## src/rtl/mouse_joy_pkg.sv

```systemverilog
// mouse_joy_pkg
// Shared definitions for the mouse-as-joystick emulator: the BBC ADC centre
// value, the 8-bit position limits, the source-select enum and the mapping
// from a signed stick position to the 12-bit ADC reading the core expects.
package mouse_joy_pkg;

  localparam logic [11:0]       ADC_CENTRE = 12'h7F7;
  localparam logic signed [7:0] POS_MIN    = 8'sh80;
  localparam logic signed [7:0] POS_MAX    = 8'sh7F;

  typedef enum logic {
    SRC_JOY   = 1'b0,
    SRC_MOUSE = 1'b1
  } src_t;

  // The BBC ADC reads high for left/up, so the offset-binary position is
  // inverted. The low nibble repeats the top nibble to fill 12 bits.
  function automatic logic [11:0] adc12(input logic signed [7:0] v);
    logic [7:0] a8;
    a8 = 8'hFF - {~v[7], v[6:0]};
    return {a8, a8[7:4]};
  endfunction

endpackage

```

## src/rtl/mouse_axis.sv

```systemverilog
// mouse_axis
// One emulated stick axis. Turns a raw 9-bit PS/2 delta into a clamped step
// and accumulates it into a saturating 8-bit signed position.
// Ports:
//   clk_i, rst_ni   clock, async active-low reset
//   sign_i, mag_i   raw delta as {sign, byte}
//   apply_i         add this cycle's delta to the position
//   zero_i          force the position to 0 (wins over everything)
//   decay_i         move the position 1 step toward 0
//   pos_o           current signed position
module mouse_axis
  import mouse_joy_pkg::*;
#(
  parameter int DELTA_SHIFT = 1,
  parameter int MAX_STEP    = 10,
  parameter bit INVERT      = 1'b0
) (
  input  logic              clk_i,
  input  logic              rst_ni,
  input  logic              sign_i,
  input  logic [7:0]        mag_i,
  input  logic              apply_i,
  input  logic              zero_i,
  input  logic              decay_i,
  output logic signed [7:0] pos_o
);

  localparam logic signed [8:0] STEP_HI = 9'(MAX_STEP);
  localparam logic signed [8:0] STEP_LO = -STEP_HI;
  localparam logic signed [9:0] SUM_HI  = 10'(POS_MAX);
  localparam logic signed [9:0] SUM_LO  = 10'(POS_MIN);

  logic signed [8:0] raw;
  logic signed [8:0] shifted;
  logic signed [8:0] step;
  logic signed [9:0] base;
  logic signed [9:0] delta;
  logic signed [9:0] sum;
  logic signed [7:0] sat;
  logic signed [7:0] pos_q;
  logic signed [7:0] pos_d;

  // The 10-bit sum cannot overflow (|pos| <= 128, |step| <= MAX_STEP), so
  // saturation only has to compare against the 8-bit limits. Y is inverted
  // because mouse-up must push the stick up, which is a negative position.
  always_comb begin
    raw     = $signed({sign_i, mag_i});
    shifted = raw >>> DELTA_SHIFT;
    if (shifted > STEP_HI) begin
      step = STEP_HI;
    end else if (shifted < STEP_LO) begin
      step = STEP_LO;
    end else begin
      step = shifted;
    end
    base  = 10'(pos_q);
    delta = 10'(step);
    sum   = INVERT ? (base - delta) : (base + delta);
    if (sum > SUM_HI) begin
      sat = POS_MAX;
    end else if (sum < SUM_LO) begin
      sat = POS_MIN;
    end else begin
      sat = sum[7:0];
    end

    pos_d = pos_q;
    if (zero_i) begin
      pos_d = '0;
    end else if (apply_i) begin
      pos_d = sat;
    end else if (decay_i) begin
      if (pos_q > 8'sd0) begin
        pos_d = pos_q - 8'sd1;
      end else if (pos_q < 8'sd0) begin
        pos_d = pos_q + 8'sd1;
      end
    end
  end

  always_ff @(posedge clk_i or negedge rst_ni) begin
    if (!rst_ni) begin
      pos_q <= '0;
    end else begin
      pos_q <= pos_d;
    end
  end

  assign pos_o = pos_q;

endmodule

```

## src/rtl/mouse_joy_emu.sv

```systemverilog
// mouse_joy_emu
// Feeds the BBC joystick ADC inputs either from the host analog joystick or
// from a PS/2 mouse emulating a self-centring stick.
// Ports:
//   clk_sys, reset_n    system clock, async active-low reset
//   enable              mouse may take over the joystick
//   clear               synchronous return to joystick source, positions 0
//   ps2_mouse[24:0]     toggle strobe, dy, dx, signs, buttons
//   joy_digital[15:0]   host digital joystick; any bit set = joystick in use
//   joy_x, joy_y        host analog axes, signed
//   adc_x, adc_y        12-bit ADC readings
//   fire_n              active-low fire
//   mouse_active        mouse is the current source
module mouse_joy_emu
  import mouse_joy_pkg::*;
#(
  parameter int DELTA_SHIFT   = 1,
  parameter int MAX_STEP      = 10,
  parameter int RECENTER_IDLE = 0,
  parameter int DECAY_DIV     = 65536
) (
  input  logic        clk_sys,
  input  logic        reset_n,
  input  logic        enable,
  input  logic        clear,
  input  logic [24:0] ps2_mouse,
  input  logic [15:0] joy_digital,
  input  logic [7:0]  joy_x,
  input  logic [7:0]  joy_y,
  output logic [11:0] adc_x,
  output logic [11:0] adc_y,
  output logic        fire_n,
  output logic        mouse_active
);

  localparam int IDLE_W = (RECENTER_IDLE > 0) ? $clog2(RECENTER_IDLE + 1) : 1;
  localparam int DIV_W  = (DECAY_DIV > 1) ? $clog2(DECAY_DIV) : 1;
  localparam logic [IDLE_W-1:0] IDLE_SAT    = IDLE_W'(RECENTER_IDLE);
  localparam logic [DIV_W-1:0]  DIV_LAST    = DIV_W'(DECAY_DIV - 1);
  localparam bit                RECENTRE_ON = (RECENTER_IDLE > 0);

  logic              strobe_q;
  src_t              src_q;
  src_t              src_d;
  logic [IDLE_W-1:0] idleCnt_q;
  logic [IDLE_W-1:0] idleCnt_d;
  logic [DIV_W-1:0]  divCnt_q;
  logic [DIV_W-1:0]  divCnt_d;
  logic [11:0]       adcX_q;
  logic [11:0]       adcY_q;
  logic              fireN_q;
  logic              mouseActive_q;

  logic              packetEvent;
  logic              zeroPos;
  logic              applyPkt;
  logic              decayTick;
  logic signed [7:0] posX;
  logic signed [7:0] posY;
  logic              unusedBits;

  assign unusedBits = ^{ps2_mouse[7:6], ps2_mouse[3:2]};

  // Source arbitration. Anything that hands control back to the joystick
  // also zeroes the positions and outranks a packet arriving the same cycle.
  // A packet seen while on the joystick switches to the mouse and is applied
  // on that same edge, starting from the zeroed position.
  // The idle/decay counters only run while the mouse stays the source; a
  // packet restarts the idle wait and suppresses any decay step that cycle.
  always_comb begin
    packetEvent = ps2_mouse[24] ^ strobe_q;
    zeroPos     = clear | ~enable | (|joy_digital);
    applyPkt    = packetEvent & ~zeroPos;

    src_d = src_q;
    if (zeroPos) begin
      src_d = SRC_JOY;
    end else if (packetEvent) begin
      src_d = SRC_MOUSE;
    end

    idleCnt_d = '0;
    divCnt_d  = '0;
    decayTick = 1'b0;
    if (RECENTRE_ON && (src_q == SRC_MOUSE) && (src_d == SRC_MOUSE) && !packetEvent) begin
      if (idleCnt_q != IDLE_SAT) begin
        idleCnt_d = idleCnt_q + 1'b1;
      end else begin
        idleCnt_d = idleCnt_q;
        if (divCnt_q == DIV_LAST) begin
          decayTick = 1'b1;
        end else begin
          divCnt_d = divCnt_q + 1'b1;
        end
      end
    end
  end

  mouse_axis #(
    .DELTA_SHIFT (DELTA_SHIFT),
    .MAX_STEP    (MAX_STEP),
    .INVERT      (1'b0)
  ) uAxisX (
    .clk_i   (clk_sys),
    .rst_ni  (reset_n),
    .sign_i  (ps2_mouse[4]),
    .mag_i   (ps2_mouse[15:8]),
    .apply_i (applyPkt),
    .zero_i  (zeroPos),
    .decay_i (decayTick),
    .pos_o   (posX)
  );

  mouse_axis #(
    .DELTA_SHIFT (DELTA_SHIFT),
    .MAX_STEP    (MAX_STEP),
    .INVERT      (1'b1)
  ) uAxisY (
    .clk_i   (clk_sys),
    .rst_ni  (reset_n),
    .sign_i  (ps2_mouse[5]),
    .mag_i   (ps2_mouse[23:16]),
    .apply_i (applyPkt),
    .zero_i  (zeroPos),
    .decay_i (decayTick),
    .pos_o   (posY)
  );

  // Source FSM plus the output registers. Outputs are built from the
  // registered source and positions, so a position change shows on the ADC
  // exactly one cycle after the edge that updated it.
  always_ff @(posedge clk_sys or negedge reset_n) begin
    if (!reset_n) begin
      strobe_q      <= 1'b0;
      src_q         <= SRC_JOY;
      idleCnt_q     <= '0;
      divCnt_q      <= '0;
      adcX_q        <= ADC_CENTRE;
      adcY_q        <= ADC_CENTRE;
      fireN_q       <= 1'b1;
      mouseActive_q <= 1'b0;
    end else begin
      strobe_q  <= ps2_mouse[24];
      src_q     <= src_d;
      idleCnt_q <= idleCnt_d;
      divCnt_q  <= divCnt_d;
      if (src_q == SRC_MOUSE) begin
        adcX_q  <= adc12(posX);
        adcY_q  <= adc12(posY);
        fireN_q <= ~|ps2_mouse[1:0];
      end else begin
        adcX_q  <= adc12(joy_x);
        adcY_q  <= adc12(joy_y);
        fireN_q <= ~joy_digital[4];
      end
      mouseActive_q <= (src_q == SRC_MOUSE);
    end
  end

  assign adc_x        = adcX_q;
  assign adc_y        = adcY_q;
  assign fire_n       = fireN_q;
  assign mouse_active = mouseActive_q;

endmodule
```

## config.mk

```make
export PLATFORM = sky130hd
export DESIGN_NAME = mouse_joy_emu
export DESIGN_NICKNAME = d
export VERILOG_FILES = /design/src/rtl/mouse_joy_pkg.sv /design/src/rtl/mouse_axis.sv /design/src/rtl/mouse_joy_emu.sv
export SDC_FILE = /design/constraint.sdc
export NUM_CORES = 1
export LEC_CHECK = 0
export ABC_AREA = 1
export BUFFER_PORTS_ARGS = -buffer_cell sky130_fd_sc_hd__buf_2
export CORE_ASPECT_RATIO = 1.25
export CORE_UTILIZATION = 31
export CTS_BUF_LIST = sky130_fd_sc_hd__clkbuf_16
export DETAILED_ROUTE_END_ITERATION = 8
export GPL_ROUTABILITY_DRIVEN = 0
export PLACE_DENSITY_LB_ADDON = 0.12
export SLEW_MARGIN = 15
export SYNTH_ARGS = -nofsm -noshare
export SYNTH_HDL_FRONTEND = slang
export SYNTH_HIERARCHICAL = 1
export SYNTH_SLANG_ARGS = --single-unit
export TNS_END_PERCENT = 20
```

## constraint.sdc

```tcl
create_clock -name clk_sys -period 5.1 [get_ports clk_sys]
set_clock_uncertainty 0.2 [all_clocks]
set_input_delay 0 -clock clk_sys [delete_from_list [all_inputs] [get_ports clk_sys]]
set_output_delay 0 -clock clk_sys [all_outputs]
set_load 0.01 [all_outputs]
```

==> flow_summary.ini, run 1 <==
[setup_path]
arrival_ns = 2.84
path_delay_family = simple AND/OR/NAND/NOR gates
path_cells = buf_2 -> inv_1 -> nor4_1 -> nand2_1 -> ha_1 -> inv_1 -> nand2_1 -> nor2_1 -> ha_1 -> inv_1 -> fa_1 -> inv_1 -> nand3_1 -> nand2_1 -> nand2_1 -> nand2_1 -> nand2_1 -> o21ai_2 -> nand3_1 -> nand2_1 -> nand2_1
critPathMaxFanout = 7
crit_buf_inv = 5
start_kind = input port
cp-end-kind = flip-flop
crit_required_ns = 5.07
worst-setup-path-type = in2reg
worst_path_largest_cell_delay_ns = 0.40
worst_path_most_repeated_cell = nand2_1
slowest_stage = fa_1

[global_routing]
grt_pass1_wl_um = 15700
grt_pass1_vias = 3474
grt_overflow = 0
grt_antenna_before_repair = 0
grt_use_total_pct = 16.3
grt_max_degree = 37

[drt]
drcViolationCount = 16
wl_per_cell_um = 12.4
postRouteAntennaNets = 0
drt-total-wl_um = 9220
drt_iter0_markers = 145
dr.pass1.iters = 7
vias = 3500
vias_per_cell = 4.72

[layout]
syn_to_final_growth_pct = 23.2
final_layout_size_suffix_gt1_share_pct = 22.1
nNetsFinal = 701
diodes = 0
nFillCells = 1190

[power]
leakage_nw = 2.33
power_mw = 0.726
p_per_area_nw_per_um2 = 166
ir_drop_mv = 0.114

[hold_path]
hp-class = in2reg

[clock_tree]
cts_tree = built
clkSinkCount = 36
cts_buffers = 5
cts-root-buf = clkbuf_16
clock_tree.buffer_depth = 2
clock_latency_ns = 0.28
clk_pin_slew_ns = 0.05
htree_levels = 2
post_cts_resized = 0

[yosys]
yosysSeqAreaShare_pct = 25.9
yosys_warnings = 6
syn_avg_cell_area_um2 = 6.99
netlist_area_um2 = 3550
synthDistinctLibCells = 45
syn_inst = 508
ys_seq_elements = 36

[timing]
setup_viol = 0
fmax_mhz = 348
rsz0062_at_grt = no
slew_viol_final = 0
period_minus_slack_ns = 2.87
relSlewSlack_pct = 36.1
hold_violations = 0
fin_crit_sh_pct = 56.4
final.setup.tns_ns = 0
worst_pin_slew_ns = 0.959

[die]
fp.dieArea_um2 = 11900
io_pins = 87
die-height_um = 122
die_w_um = 97.7
rows = 43
core_um2 = 11100
start_util_pct = 31.9

[outcome]
violations = design-rule violations
outcome = complete, but fails checks

[placement]
dp_hpwl_um = 7280
portBuffers = 80

[flow_run]
drv_cap = 0
repair_timing:
action / CTS / global route
buffers inserted: 0 / 0
hold buffers: 20 / 0
hold endpoints to repair: 40 / 0
power breakdown:
group	internal [mW]	total [mW]	switching, mW	leakage, nW
clock network	0.177	0.289	0.111	0.0687
logic	0.0625	0.137	0.0745	1.82
registers	0.298	0.300	0.00233	0.444
total	0.538	0.726	0.188	2.33
final timing paths:
check	from	end	slack (ns)	depth (start not counted)
min reg2reg	uAxisX/pos_o[3]	adc_x[7]	0.38	1
max	ps2_mouse[4]	uAxisX/pos_o[4]	2.23	21
min	joy_digital[8]	src_q	0.03	6
min in group asynchronous	reset_n	adc_y[3]	0.15	2
max in group asynchronous	reset_n	mouse_active	4.03	2
max reg2reg	uAxisX/pos_o[0]	uAxisX/pos_o[7]	2.29	12
synthesized netlist by cell type (all sizes together):
| cell | number | share of area (%) |
|---|---|---|
| a21o | 1 | 0.21 |
| a21oi | 29 | 4.3 |
| a31oi | 4 | 0.70 |
| and2 | 1 | 0.18 |
| buf | 10 | 2.6 |
| clkbuf | 2 | 0.21 |
| clkinv | 1 | 0.14 |
| conb | 1 | 0.11 |
| dfrtp | 21 | 15 |
| dfstp | 15 | 11 |
| fa | 4 | 2.3 |
| ha | 31 | 11 |
| inv | 57 | 6.0 |
| mux2 | 2 | 0.63 |
| mux2i | 14 | 3.9 |
| nand2 | 164 | 18 |
| nand3 | 33 | 5.4 |
| nand3b | 1 | 0.21 |
| nand4 | 14 | 2.5 |
| nor2 | 59 | 6.9 |
| nor2b | 1 | 0.18 |
| nor3 | 4 | 1.2 |
| nor4 | 1 | 0.18 |
| o2111ai | 1 | 0.25 |
| o21a | 1 | 0.21 |
| o21ai | 14 | 2.4 |
| o21bai | 2 | 0.42 |
| or2 | 7 | 1.2 |
| or3 | 1 | 0.18 |
| xnor2 | 9 | 2.2 |
| xor2 | 3 | 0.74 |
flip-flops by register name (all words and copies together), names as in the netlist:
name          flops
adc_x             8
adc_y             8
fire_n            1
mouse_active      1
src_q             1
strobe_q          1
uAxisX/pos_o      8
uAxisY/pos_o      8
final cells by class:
type	instances	area, um^2	share of cell area, %
clock inverters	3	15.0	0.343
repair buffers	101	608	13.9
flip-flops and latches	36	920	21.0
inverters	58	219	5.00
clock buffers	5	125	2.86
well taps	135	169	3.86
multi-input cells	403	2320	53.0
worst reg2reg max path, cell delays in order, from the launching register on:
cell and delay [ns]:
dfrtp_1 0.55, nor2_1 0.07, nand2_1 0.09, nor2_2 0.07, nor2_1 0.42, ha_1 0.38, a21oi_1 0.24, o21a_1 0.14
nand2_1 0.06, or2_2 0.27, nand3_1 0.07, nand3_1 0.10, nand2_1 0.08
layout by cell type (no fill, tap or decap), types with 3 or more instances in the layout:
cell type,n
xnor2_1,9
a21oi_1,27
nand3_1,28
xor2_1,3
nor2_1,52
nor2_2,5
buf_2,80
nand4_1,14
dlygate4sd3_1,20
nand3_2,5
o21ai_1,3
nand2_1,160
fa_1,4
dfrtp_1,21
mux2i_1,14
ha_1,31
nand2_2,3
dfstp_2,15
clkbuf_16,5
or2_2,5
a31oi_1,4
inv_1,56
o21ai_0,9
through the flow:
stage	util [%]	setup slack (ns)	cells	hold slack (ns)	cell area, um^2
after floorplan	-	2.45	509	-0.496	3560
after global placement	36.2	2.03	713	-0.0733	4040
after detailed placement	36.2	1.95	713	-0.0611	4040
after CTS	39.3	2.24	741	0.0285	4380
after global routing	39.3	1.85	741	0.0754	4380
final	39.3	2.23	741	0.0296	4380
logic make-up (layout without fill, tap and decap cells):
group           Yosys count  after routing  synth area share (%)
mux                      16             16                  4.58
fa+ha+maj                35             35                  13.2
simple gates            286            286                  35.9
xor+xnor                 12             12                  2.96
buf+inv                  70            167                  8.95
other cells               1              2                 0.106
compound gates           52             52                  8.49
flops                    36             36                  25.9
layer usage:
metal | GRT usage (%) | part of all wire (%) | vias to the layer above
met5 | 0 | 0 | -
met4 | 4.73 | 1.6 | 0
met3 | 1.55 | 2.9 | 10
met2 | 31.3 | 51 | 78
met1 | 19.0 | 44 | 1578
li1 | - | - | 1834
No activity file was read; power rests on OpenSTA's default activity.
==> inputs of run 2 (changes only) <==
==> constraint.sdc (replaced) <==
create_clock -name clk_sys -period 2.7 [get_ports clk_sys]
set_clock_uncertainty 0.2 [all_clocks]
set_input_delay 0 -clock clk_sys [delete_from_list [all_inputs] [get_ports clk_sys]]
set_output_delay 0 -clock clk_sys [all_outputs]
set_load 0.01 [all_outputs]
==> flow_summary.ini, run 2 (synthesis gave the netlist of run 1 again) <==
[layout]
fin_area_um2 = 4790
syn_to_final_growth_pct = 34.9
multi_input_area_um2 = 2390
final_common_cell = nand2_1
diodes = 0
nFillCells = 1158
final_cell_mix = nand2_1 (155), buf_2 (80), inv_1 (56), nor2_1 (50), buf_4 (48)
final_layout_size_suffix_gt1_share_pct = 30.2
regArea_um2 = 920
nNetsFinal = 748

[clock_tree]
clock_tree.buffer_depth = 2
cts-root-buf = clkbuf_16
cts_tree = built
clock_latency_ns = 0.28
clk_pin_slew_ns = 0.06
clkSinkCount = 36
htree_levels = 2
cts_buffers = 5

[global_routing]
grt_overflow = 0
grt_pass1_wl_um = 16700
grt_use_total_pct = 17.5
grt_antenna_before_repair = 0
grt_max_degree = 37
grt_pass1_vias = 3718

[drt]
drt-total-wl_um = 9990
vias_per_cell = 4.73
wl_per_cell_um = 12.7
postRouteAntennaNets = 0
dr.pass1.iters = 6
vias = 3728
drcViolationCount = 16
drt_iter0_markers = 169

[timing]
rsz0062_at_grt = yes
fin_crit_sh_pct = 92.7
setup_viol = 0
fin_ws_ns = 0.196
relSlewSlack_pct = 47.4
final.setup.tns_ns = 0
fmax_mhz = 399
slew_viol_final = 0
period_minus_slack_ns = 2.50
hold_violations = 0
worst_pin_slew_ns = 0.789

[outcome]
outcome = complete, but fails checks
violations = design-rule violations

[power]
ir_drop_mv = 0.185
pwr-share-clk_pct = 38.3
seq_power_share_pct = 40.5
power_mw = 1.40
p_sw_share_pct = 26.1
pwr-share-comb_pct = 21.3
intPower_mw = 1.04
p_per_area_nw_per_um2 = 292
leakage_nw = 2.57
p_sw_mw = 0.366

[setup_path]
start_kind = input port
r2r_slack_ns = 0.21
worst-setup-path-type = in2reg
arrival_ns = 2.47
cp-end-kind = flip-flop
critPathMaxFanout = 7
crit_required_ns = 2.67

[placement]
dp_slack_ns = -0.187
dp_hpwl_um = 8070
dpl_cell_area_um2 = 4380
portBuffers = 80

[die]
core_um2 = 11100
fp.dieArea_um2 = 11900
rows = 43
io_pins = 87
die-height_um = 122
die_w_um = 97.7
start_util_pct = 31.9

[flow_run]
drv_cap = 0

[hold_path]
hp-class = in2reg
run 2: cell count changes in the layout (fill, tap and decap cells not counted), sizes merged:
| cell | previous run | this run |
|---|---|---|
| buf | 81 | 128 |
| inv | 58 | 59 |
| clkinvlp | 1 | 0 |
run 2: per-layer routing:
metal,up-vias,share of wire [%],GRT usage [%]
met5,-,0,0
met4,0,1.7,5.30
met3,11,3.4,1.84
met2,85,54,35.1
met1,1700,41,19.3
li1,1932,-,-
run 2: path summary, 6_finish.rpt:
kind	start	cells after the start	to
max reg2reg	uAxisY/pos_o[7]	14	uAxisY/pos_o[5]
max	ps2_mouse[14]	19	uAxisX/pos_o[0]
min	joy_digital[6]	6	src_q
min in group asynchronous	reset_n	2	uAxisY/pos_o[7]
min reg2reg	uAxisY/pos_o[6]	2	adc_y[10]
max in group asynchronous	reset_n	2	uAxisY/pos_o[1]
run 2: stage by stage:
step | std cells | util, % | hold slack [ns]
5_1_grt | 788 | 43.0 | 0.0767
3_5_place_dp | 759 | 39.3 | -0.0566
4_1_cts | 787 | 42.4 | 0.0281
3_3_place_gp | 759 | 39.3 | -0.0594
6_report | 788 | 43.0 | 0.0217
2_1_floorplan | 509 | - | -0.496
run 2: repair_timing:
item                                    in CTS  in global routing
buffers inserted                             0                  1
endpoints found under the setup margin       0                 15
hold buffers                                20                  0
resized for setup                            0                 19
hold endpoints to repair                    40                  0
run 2: final cells by class:
| cell class | instances | area share (%) |
|---|---|---|
| Multi-Input combinational cell | 403 | 49.8 |
| Timing Repair Buffer | 148 | 20.0 |
| Sequential cell | 36 | 19.2 |
| Inverter | 58 | 4.57 |
| Tap cell | 135 | 3.52 |
| Clock buffer | 5 | 2.61 |
| Clock inverter | 3 | 0.235 |
run 2: critical path, stage by stage:
cell,delay (ns)
buf_2,0.07
inv_1,0.05
nor4_2,0.26
nand2_1,0.08
ha_1,0.29
inv_1,0.05
buf_4,0.14
a21oi_2,0.13
ha_1,0.28
nand2_1,0.08
nand2_1,0.08
a21oi_2,0.21
nand2_1,0.09
nand2_2,0.07
nand2_2,0.08
o21ai_4,0.26
nand3_1,0.12
nand2_1,0.07
nand2_1,0.05
run 2: power by group through the flow:
stage          registers (mW)  clock network [mW]  logic, mW
4_1_cts                 0.567               0.546      0.290
3_3_place_gp            0.575                   0      0.264
5_1_grt                 0.568               0.570      0.334
6_report                0.567               0.536      0.298
2_1_floorplan           0.584                   0      0.143
3_5_place_dp            0.576                   0      0.266
